$ cat config.mk
export PLATFORM = sky130hd
export DESIGN_NAME = ps2_transmitter_flat
export DESIGN_NICKNAME = d
export VERILOG_FILES = /design/src/rtl/ps2_transmitter_if.sv /design/src/rtl/ps2_transmitter.sv /design/src/flat_wrapper.sv
export SDC_FILE = /design/constraint.sdc
export NUM_CORES = 1
export LEC_CHECK = 0
export ABC_AREA = 1
export ABC_CLOCK_PERIOD_IN_PS = 3500
export CORE_MARGIN = 2
export CORE_UTILIZATION = 35
export CTS_BUF_LIST = sky130_fd_sc_hd__clkbuf_4
export DETAILED_ROUTE_END_ITERATION = 16
export PLACE_DENSITY_LB_ADDON = 0.08
export SLEW_MARGIN = 30
export SYNTH_ARGS = -nofsm -noshare
export SYNTH_HDL_FRONTEND = slang
export SYNTH_SLANG_ARGS = --single-unit
$ cat constraint.sdc
create_clock -name CLK -period 3.5 [get_ports CLK]
set_input_delay 0.525 -clock CLK [delete_from_list [all_inputs] [get_ports CLK]]
set_output_delay 0.525 -clock CLK [all_outputs]
set_load 0.005 [all_outputs]
$ cat src/rtl/ps2_transmitter_if.sv
// Controller handshake plus the PS/2 clock/data line pair seen by ps2_transmitter.
// The "slave" modport is the transmitter; "master" is the controller/line side.
interface ps2_transmitter_if;
  logic       tx_start;
  logic [7:0] tx_data;
  logic       ps2c_in;
  logic       ps2d_in;
  logic       ps2c_oe;
  logic       ps2d_oe;
  logic       busy;
  logic       done;
  logic       err;

  modport master (
    output tx_start, tx_data, ps2c_in, ps2d_in,
    input  ps2c_oe, ps2d_oe, busy, done, err
  );

  modport slave (
    input  tx_start, tx_data, ps2c_in, ps2d_in,
    output ps2c_oe, ps2d_oe, busy, done, err
  );
endinterface

$ cat src/rtl/ps2_transmitter.sv
// Host-to-device PS/2 transmitter: inhibit, request-to-send, then clock out one
// odd-parity frame on device-generated falling edges and check the device ACK.
module ps2_transmitter #(
  parameter int INHIBIT_CYCLES = 5000,
  parameter int RTS_CYCLES     = 50,
  parameter int TIMEOUT_CYCLES = 1_000_000
) (
  input  logic             CLK,
  input  logic             RST,
  ps2_transmitter_if.slave bus
);
  localparam int PH_MAX = (INHIBIT_CYCLES > RTS_CYCLES) ? INHIBIT_CYCLES : RTS_CYCLES;
  localparam int PH_W   = $clog2(PH_MAX + 1);
  localparam int TO_W   = $clog2(TIMEOUT_CYCLES + 1);

  typedef enum logic [2:0] {
    S_IDLE, S_INHIBIT, S_RTS, S_SEND, S_ACK, S_WAIT_IDLE
  } state_t;

  state_t          state_q, state_d;
  logic [7:0]      data_q, data_d;
  logic            par_q, par_d;
  logic [3:0]      bit_idx_q, bit_idx_d;
  logic [PH_W-1:0] ph_cnt_q, ph_cnt_d;
  logic [TO_W-1:0] to_cnt_q, to_cnt_d;
  logic            ack_ok_q, ack_ok_d;
  logic            ps2c_oe_q, ps2c_oe_d;
  logic            ps2d_oe_q, ps2d_oe_d;
  logic            busy_q, busy_d;
  logic            done_q, done_d;
  logic            err_q, err_d;

  logic ps2c_p0_q, ps2c_p1_q, ps2c_p2_q;
  logic ps2d_p0_q, ps2d_p1_q;
  logic fe_c, line_idle, tracked, abort;

  assign fe_c      = ps2c_p2_q & ~ps2c_p1_q;
  assign line_idle = ps2c_p1_q & ps2d_p1_q;
  assign tracked   = state_q inside {S_SEND, S_ACK, S_WAIT_IDLE};
  // A falling edge or a clean finish in the same cycle wins over the timeout.
  assign abort     = tracked && !fe_c && !(state_q == S_WAIT_IDLE && line_idle) &&
                     (to_cnt_q == TO_W'(TIMEOUT_CYCLES - 1));

  always_comb begin
    state_d   = state_q;
    data_d    = data_q;
    par_d     = par_q;
    bit_idx_d = bit_idx_q;
    ph_cnt_d  = ph_cnt_q;
    to_cnt_d  = to_cnt_q;
    ack_ok_d  = ack_ok_q;
    ps2c_oe_d = ps2c_oe_q;
    ps2d_oe_d = ps2d_oe_q;
    busy_d    = busy_q;
    done_d    = 1'b0;
    err_d     = 1'b0;

    case (state_q)
      S_IDLE: begin
        ps2c_oe_d = 1'b0;
        ps2d_oe_d = 1'b0;
        busy_d    = 1'b0;
        if (bus.tx_start) begin
          data_d    = bus.tx_data;
          par_d     = ~^bus.tx_data;
          ack_ok_d  = 1'b0;
          ph_cnt_d  = '0;
          ps2c_oe_d = 1'b1;
          busy_d    = 1'b1;
          state_d   = S_INHIBIT;
        end
      end
      S_INHIBIT: begin
        if (ph_cnt_q == PH_W'(INHIBIT_CYCLES - 1)) begin
          ph_cnt_d  = '0;
          ps2d_oe_d = 1'b1;
          state_d   = S_RTS;
        end else begin
          ph_cnt_d = ph_cnt_q + PH_W'(1);
        end
      end
      S_RTS: begin
        if (ph_cnt_q == PH_W'(RTS_CYCLES - 1)) begin
          ps2c_oe_d = 1'b0;
          bit_idx_d = '0;
          to_cnt_d  = '0;
          state_d   = S_SEND;
        end else begin
          ph_cnt_d = ph_cnt_q + PH_W'(1);
        end
      end
      S_SEND: begin
        to_cnt_d = to_cnt_q + TO_W'(1);
        if (fe_c) begin
          to_cnt_d  = '0;
          bit_idx_d = bit_idx_q + 4'd1;
          if (bit_idx_q < 4'd8) begin
            ps2d_oe_d = ~data_q[bit_idx_q[2:0]];
          end else if (bit_idx_q == 4'd8) begin
            ps2d_oe_d = ~par_q;
          end else begin
            ps2d_oe_d = 1'b0;
            state_d   = S_ACK;
          end
        end
      end
      S_ACK: begin
        to_cnt_d = to_cnt_q + TO_W'(1);
        if (fe_c) begin
          to_cnt_d = '0;
          ack_ok_d = ~ps2d_p1_q;
          state_d  = S_WAIT_IDLE;
        end
      end
      S_WAIT_IDLE: begin
        to_cnt_d = fe_c ? '0 : to_cnt_q + TO_W'(1);
        if (line_idle) begin
          busy_d  = 1'b0;
          done_d  = ack_ok_q;
          err_d   = ~ack_ok_q;
          state_d = S_IDLE;
        end
      end
      default: state_d = S_IDLE;
    endcase

    if (abort) begin
      ps2c_oe_d = 1'b0;
      ps2d_oe_d = 1'b0;
      busy_d    = 1'b0;
      done_d    = 1'b0;
      err_d     = 1'b1;
      to_cnt_d  = '0;
      state_d   = S_IDLE;
    end
  end

  always_ff @(posedge CLK) begin
    if (RST) begin
      state_q   <= S_IDLE;
      data_q    <= '0;
      par_q     <= 1'b0;
      bit_idx_q <= '0;
      ph_cnt_q  <= '0;
      to_cnt_q  <= '0;
      ack_ok_q  <= 1'b0;
      ps2c_oe_q <= 1'b0;
      ps2d_oe_q <= 1'b0;
      busy_q    <= 1'b0;
      done_q    <= 1'b0;
      err_q     <= 1'b0;
      ps2c_p0_q <= 1'b1;
      ps2c_p1_q <= 1'b1;
      ps2c_p2_q <= 1'b1;
      ps2d_p0_q <= 1'b1;
      ps2d_p1_q <= 1'b1;
    end else begin
      state_q   <= state_d;
      data_q    <= data_d;
      par_q     <= par_d;
      bit_idx_q <= bit_idx_d;
      ph_cnt_q  <= ph_cnt_d;
      to_cnt_q  <= to_cnt_d;
      ack_ok_q  <= ack_ok_d;
      ps2c_oe_q <= ps2c_oe_d;
      ps2d_oe_q <= ps2d_oe_d;
      busy_q    <= busy_d;
      done_q    <= done_d;
      err_q     <= err_d;
      ps2c_p0_q <= bus.ps2c_in;
      ps2c_p1_q <= ps2c_p0_q;
      ps2c_p2_q <= ps2c_p1_q;
      ps2d_p0_q <= bus.ps2d_in;
      ps2d_p1_q <= ps2d_p0_q;
    end
  end

  assign bus.ps2c_oe = ps2c_oe_q;
  assign bus.ps2d_oe = ps2d_oe_q;
  assign bus.busy    = busy_q;
  assign bus.done    = done_q;
  assign bus.err     = err_q;
endmodule

$ cat src/flat_wrapper.sv
// flat-port wrapper written by rule: the top's interface ports become plain ports
module ps2_transmitter_flat 
#(
  parameter int INHIBIT_CYCLES = 5000,
  parameter int RTS_CYCLES     = 50,
  parameter int TIMEOUT_CYCLES = 1_000_000
)
  (CLK, RST, bus_tx_start, bus_tx_data, bus_ps2c_in, bus_ps2d_in, bus_ps2c_oe, bus_ps2d_oe, bus_busy, bus_done, bus_err);
  ps2_transmitter_if bus_i ();
  input  logic CLK;
  input  logic RST;
  input wire logic [$bits(bus_i.tx_start)-1:0] bus_tx_start;
  input wire logic [$bits(bus_i.tx_data)-1:0] bus_tx_data;
  input wire logic [$bits(bus_i.ps2c_in)-1:0] bus_ps2c_in;
  input wire logic [$bits(bus_i.ps2d_in)-1:0] bus_ps2d_in;
  output wire logic [$bits(bus_i.ps2c_oe)-1:0] bus_ps2c_oe;
  output wire logic [$bits(bus_i.ps2d_oe)-1:0] bus_ps2d_oe;
  output wire logic [$bits(bus_i.busy)-1:0] bus_busy;
  output wire logic [$bits(bus_i.done)-1:0] bus_done;
  output wire logic [$bits(bus_i.err)-1:0] bus_err;
  assign bus_i.tx_start = bus_tx_start;
  assign bus_i.tx_data = bus_tx_data;
  assign bus_i.ps2c_in = bus_ps2c_in;
  assign bus_i.ps2d_in = bus_ps2d_in;
  assign bus_ps2c_oe = bus_i.ps2c_oe;
  assign bus_ps2d_oe = bus_i.ps2d_oe;
  assign bus_busy = bus_i.busy;
  assign bus_done = bus_i.done;
  assign bus_err = bus_i.err;
  ps2_transmitter #(.INHIBIT_CYCLES(INHIBIT_CYCLES), .RTS_CYCLES(RTS_CYCLES), .TIMEOUT_CYCLES(TIMEOUT_CYCLES)) u_core (.CLK(CLK), .RST(RST), .bus(bus_i));
endmodule
# Word-level counts from Yosys, hierarchy flattened
# Index checks and enable logic that the tools add are counted.
# op_classes
n_addsub,3
order_cmp,2
n_eq_ne,18
mux,37
n_bitwise,9
reduce_logical,28
# op_table
operator,n
20-bit two-way mux,2
20-bit one-hot mux with 2 select lines,1
13-bit two-way mux,3
13-bit one-hot mux with 3 select lines,1
3-bit two-way mux,8
"20-bit by 1-bit adder with 20-bit output, second input constant",1
"20-bit == test, second input constant",1
3-bit one-hot mux with 6 select lines,1
"13-bit by 1-bit adder with 13-bit output, second input constant",1
"13-bit == test, second input constant",1
"13-bit by 6-bit == test with 1-bit output, second input constant",1
1-bit two-way mux,13
3-bit AND reduction,4
"2-bit by 1-bit inequality test with 1-bit output, second input constant",5
2-bit nonzero test,5
3-bit nonzero test,3
4-bit two-way mux,2
"2-bit inequality test, second input constant",4
4-bit one-hot mux with 2 select lines,1
2-bit AND reduction,4
8-bit AND reduction,1
8-bit XNOR reduction,1
1-bit inverter,7
"3-bit by 2-bit == test with 1-bit output, second input constant",2
16 further kinds,24
# totals
output_inout_bits,5
in_bits,13
ff_bits,60

# Depth between registers and ports, before layout
# depth
ltp_word,7
depth_mapped,12

# Worst setup path after synthesis
# OpenSTA, ideal clock, no wires.
# synth_timing
path_type,reg2reg
from,reg u_core.ph_cnt_q[0]
to,reg u_core.ph_cnt_q[12]
arrival_ps,1463
path_stages_with_launch,9
path_slack_ps,1925
period_less_slack_ps,1575
path_cell_list,dfxtp_1 -> ha_1 -> nand2_1 -> nor2_1 -> nand2_1 -> nor4_1 -> nand3_1 -> nand2_1 -> nor2_1
# synth_via
elab_chain_len,3
elab_cells_between_ends,8
# synth_lines
item,line_no,text
"start, declared",ps2_transmitter.sv:24,"logic [PH_W-1:0] ph_cnt_q, ph_cnt_d;"
"start signal, assigned",ps2_transmitter.sv:162,ph_cnt_q <= ph_cnt_d;
13-bit by 1-bit adder with 13-bit output (tied with other cells),"ps2_transmitter.sv:79, ps2_transmitter.sv:89",
13-bit two-way mux (tied with other cells),ps2_transmitter.sv:83,if (ph_cnt_q == PH_W'(RTS_CYCLES - 1)) begin
13-bit one-hot mux with 3 select lines or 3-bit AND reduction (tied branches),--,
# Parallel ways exist; a longest one is shown, timed or not. The select of a mux whose other input is x is not followed.
# A chain may end at the register's enable or synchronous reset.

# Worst setup path in the final report
# layout_timing
from,reg u_core.ph_cnt_q[0]
to,reg u_core.to_cnt_q[10]
# layout_via
elab_chain_len,3
# layout_lines
item,line_no,text
13-bit by 6-bit == test with 1-bit output,ps2_transmitter.sv:83,
2-bit by 1-bit inequality test with 1-bit output (no source line),--,
2-bit AND reduction (no source line),--,
"end signal, assigned",ps2_transmitter.sv:163,to_cnt_q <= to_cnt_d;
"end, declared",ps2_transmitter.sv:25,"logic [TO_W-1:0] to_cnt_q, to_cnt_d;"
# No other way between the ends.

==> metrics.csv <==
stage,metric,value,unit
run_status,status,finished clean,
setup_path,"Req. time, crit path",3.81,ns
setup_path,crit path launch type,register,
logic_synthesis,post-synthesis sequential area ratio,34.1,%
logic_synthesis,Compound-Gate Fraction of Synth Area,10.6,%
placed_design,Final HPWL DP,6750,um
logic_synthesis,Synth Area in XOR/XNOR,1.99,%
cells_and_area,Non-Filler Instances,720,
clocking,CTS tree,done,
setup_path,Reg2Reg Setup Slack,1.50,ns
cells_and_area,"Design Area, Final",0.00397,mm2
clocking,"Clk pin slew, worst setup/hold paths",0.11,ns
timing,final setup TNS,0,ns
clocking,Root Driver,clkbuf_4,
logic_synthesis,syn_area_per_cell,6.25,um2
logic_synthesis,"Net Count, Synth",581,
pwr,Pwr Total,1.98,mW
grt,number of global-route vias before repair,3100,
setup_path,Critical Path Fanout Max,18,
cells_and_area,ratio of cells with drive above 1 in the final layout,7.67,%
placed_design,placed cell area,0.00382,mm2
logic_synthesis,simple logic cell fraction of the synthesized area,41.9,%
placed_design,Port Buf Inserts,17,
logic_synthesis,main combinational cell family by area after synthesis,simple AND/OR/NAND/NOR gates,
setup_path,"Data arrival, critical path",2.31,ns
clocking,Post-CTS Setup Bufs,0,
routing,wire per inst,12.6,um
setup_path,crit path kind,reg2reg,
timing,period utilization,57.2,%
die,Core ar.,0.00977,mm2
routing,Pre-antenna DRT Iters,5,
clocking,Post-CTS Resized,0,
die,I/O Pins,18,
grt,largest net degree at the start of global routing,19,
clocking,# clock sinks,60,
logic_synthesis,Synth warnings,0,
job,max_cap viols,0,
worst_hold_path,hold crit path type,reg2reg,
cells_and_area,nets,600,
routing,drt total wl,9110,um
logic_synthesis,multiplexer area fraction after synthesis,0,%
placed_design,Cells after DPL,705,
clocking,CTS Buffer Depth,2,
timing,Setup WS post-layout,1.50,ns
timing,fmax,500,MHz
timing,Max transition margin,62.4,%
cells_and_area,Finished Core Util,40.6,%
cells_and_area,diode count,0,
routing,vias per cell,4.82,
die,die height,104,um
die,num rows,36,
worst_hold_path,Hold Path End,u_core.ps2d_p1_q,
grt,wire length of the first global-routing pass,15000,um
timing,Hold Slack,0.419,ns
cells_and_area,Area Overhead vs Synth,12.6,%
logic_synthesis,adder-cell area share of the yosys netlist,1.42,%
logic_synthesis,Seq cells post-synth,60,
grt,initial antenna violation count,0,
cells_and_area,"leading cell type in the layout, fill and taps excluded",nand2_1,
die,die width,104,um
pwr,Pwr Density,499,mW/mm2
cells_and_area,most frequent cells in the layout,"153 x nand2_1, 73 x inv_1, 71 x nor2_1",
timing,RSZ-0062 raised after global routing,false,
routing,ANT nets after route,0,
logic_synthesis,synthesized cell area,0.00352,mm2
setup_path,reg2reg start,u_core.ph_cnt_q[0],
clocking,CTS H-tree lvls,3,
grt,Total Routing Usage GR,17.1,%
clocking,CTS Hold Buffers Added,0,
placed_design,GP Congestion,0.829,
pwr,maximum vdd ir drop,256,uV
routing,initial drt markers,143,
routing,vias,3470,
timing,Hold Fails Final Rpt,0,
timing,Tmin final,2.00,ns
grt,total gr overflow,0,
die,Starting Density,36.1,%
setup_path,r2r endpoint,u_core.to_cnt_q[10],
timing,clock skew,0.0169,ns
worst_hold_path,hold path start,u_core.ps2d_p0_q,
die,Die ar.,0.0109,mm2
pwr,Pleak,1.62,nW
setup_path,worst reg2reg path depth,10,
logic_synthesis,top post-synthesis cells by area,"dfxtp_1 34%, nand2_1 16%, nand3_1 8.4%",
timing,Final Setup Violations,0,
timing,fin. max-slew vios,0,
clocking,"Clk Latency, worst-skew pair",0.41,ns
placed_design,pre-CTS setup slack,1.36,ns
logic_synthesis,Yosys top cell area share,34.1,%
logic_synthesis,Netlist cell types,32,
timing,Worst-Margin Slew,0.563,ns
worst_hold_path,WHS Path Cells,1,
clocking,CTS Buf Count,9,
logic_synthesis,Mapped Cells,564,
routing,# DRC,0,
setup_path,endpoint class of the critical path,register,
logic_synthesis,Yosys top cell by area,dfxtp_1,
==> synth_stat cells <==
library cell	number
a21boi_0	1
nor4_1	1
nor3_1	5
inv_2	7
or2_2	5
nand3_2	2
xnor2_1	4
o21bai_1	2
nand2_4	3
nand2_2	7
nand2b_1	2
o2111ai_1	1
xor2_1	4
nor2_2	2
nand2_1	153
dfxtp_1	60
nand4_1	19
ha_1	4
buf_2	2
o21ai_1	2
a21oi_2	1
nand3_1	59
nor2_1	71
nor2_4	1
clkbuf_1	5
a21oi_1	40
o211ai_1	4
o21ai_0	19
nand3b_1	1
nand3_4	1
inv_1	73
buf_4	3
==> logic make-up after synthesis <==
group                      count (synthesis)
and+or+nand+nor                          332
buffers and inverters                     90
DFF                                       60
AOI/OAI and AO/OA                         70
xor gates and xnor gates                   8
adders and majority gates                  4
==> layer usage <==
metal	part of all wire, %	wire length, um	track usage (%)	vias up
li1	-	-	-	1850
met1	54	4910	24.8	1542
met2	41	3730	25.4	65
met3	3.6	324	2.69	13
met4	1.6	146	6.27	0
met5	0	0	0	-
==> critical path, stage by stage, from the launching register on <==
cell     delay [ns]
dfxtp_1        0.50
ha_1           0.24
nand3_1        0.08
nor2_1         0.19
nand3_2        0.14
nand2_2        0.32
nand2_1        0.12
inv_1          0.10
nand2_1        0.07
nor2_1         0.09
nor2_1         0.05
==> worst max-delay path by stage <==
| stage | from | endpoint | slack [ns] |
|---|---|---|---|
| 3_3_place_gp | RST | u_core.to_cnt_q[2] | 1.42 |
| 6_report | u_core.ph_cnt_q[0] | u_core.to_cnt_q[10] | 1.50 |
| 4_1_cts | u_core.ph_cnt_q[0] | u_core.to_cnt_q[10] | 1.50 |
| 2_1_floorplan | u_core.ph_cnt_q[0] | u_core.ph_cnt_q[12] | 1.93 |
| 5_1_grt | u_core.ph_cnt_q[0] | u_core.ph_cnt_q[12] | 1.22 |
| 3_5_place_dp | RST | u_core.to_cnt_q[14] | 1.36 |
==> final cells by class <==
class	count	area [um2]
fill	1075	5800
tap	133	166
multi-input combinational	414	1970
clock inverter	5	77.6
inverter	80	300
sequential	60	1200
clock buffer	10	75.1
timing repair buffer	18	178
==> sequential cells by signal, indices dropped and copies added (netlist names), 3 cells and up <==
register / flops
u_core.data_q: 8
u_core.state_q: 3
u_core.ph_cnt_q: 13
u_core.bit_idx_q: 4
u_core.to_cnt_q: 20
==> report_power, final <==
group,internal [mW],total [mW],switching (mW)
clock network,0.292,0.555,0.263
registers,0.745,0.800,0.0553
logic,0.193,0.627,0.434
total,1.23,1.98,0.753
Power figures use the tool's default switching activity.
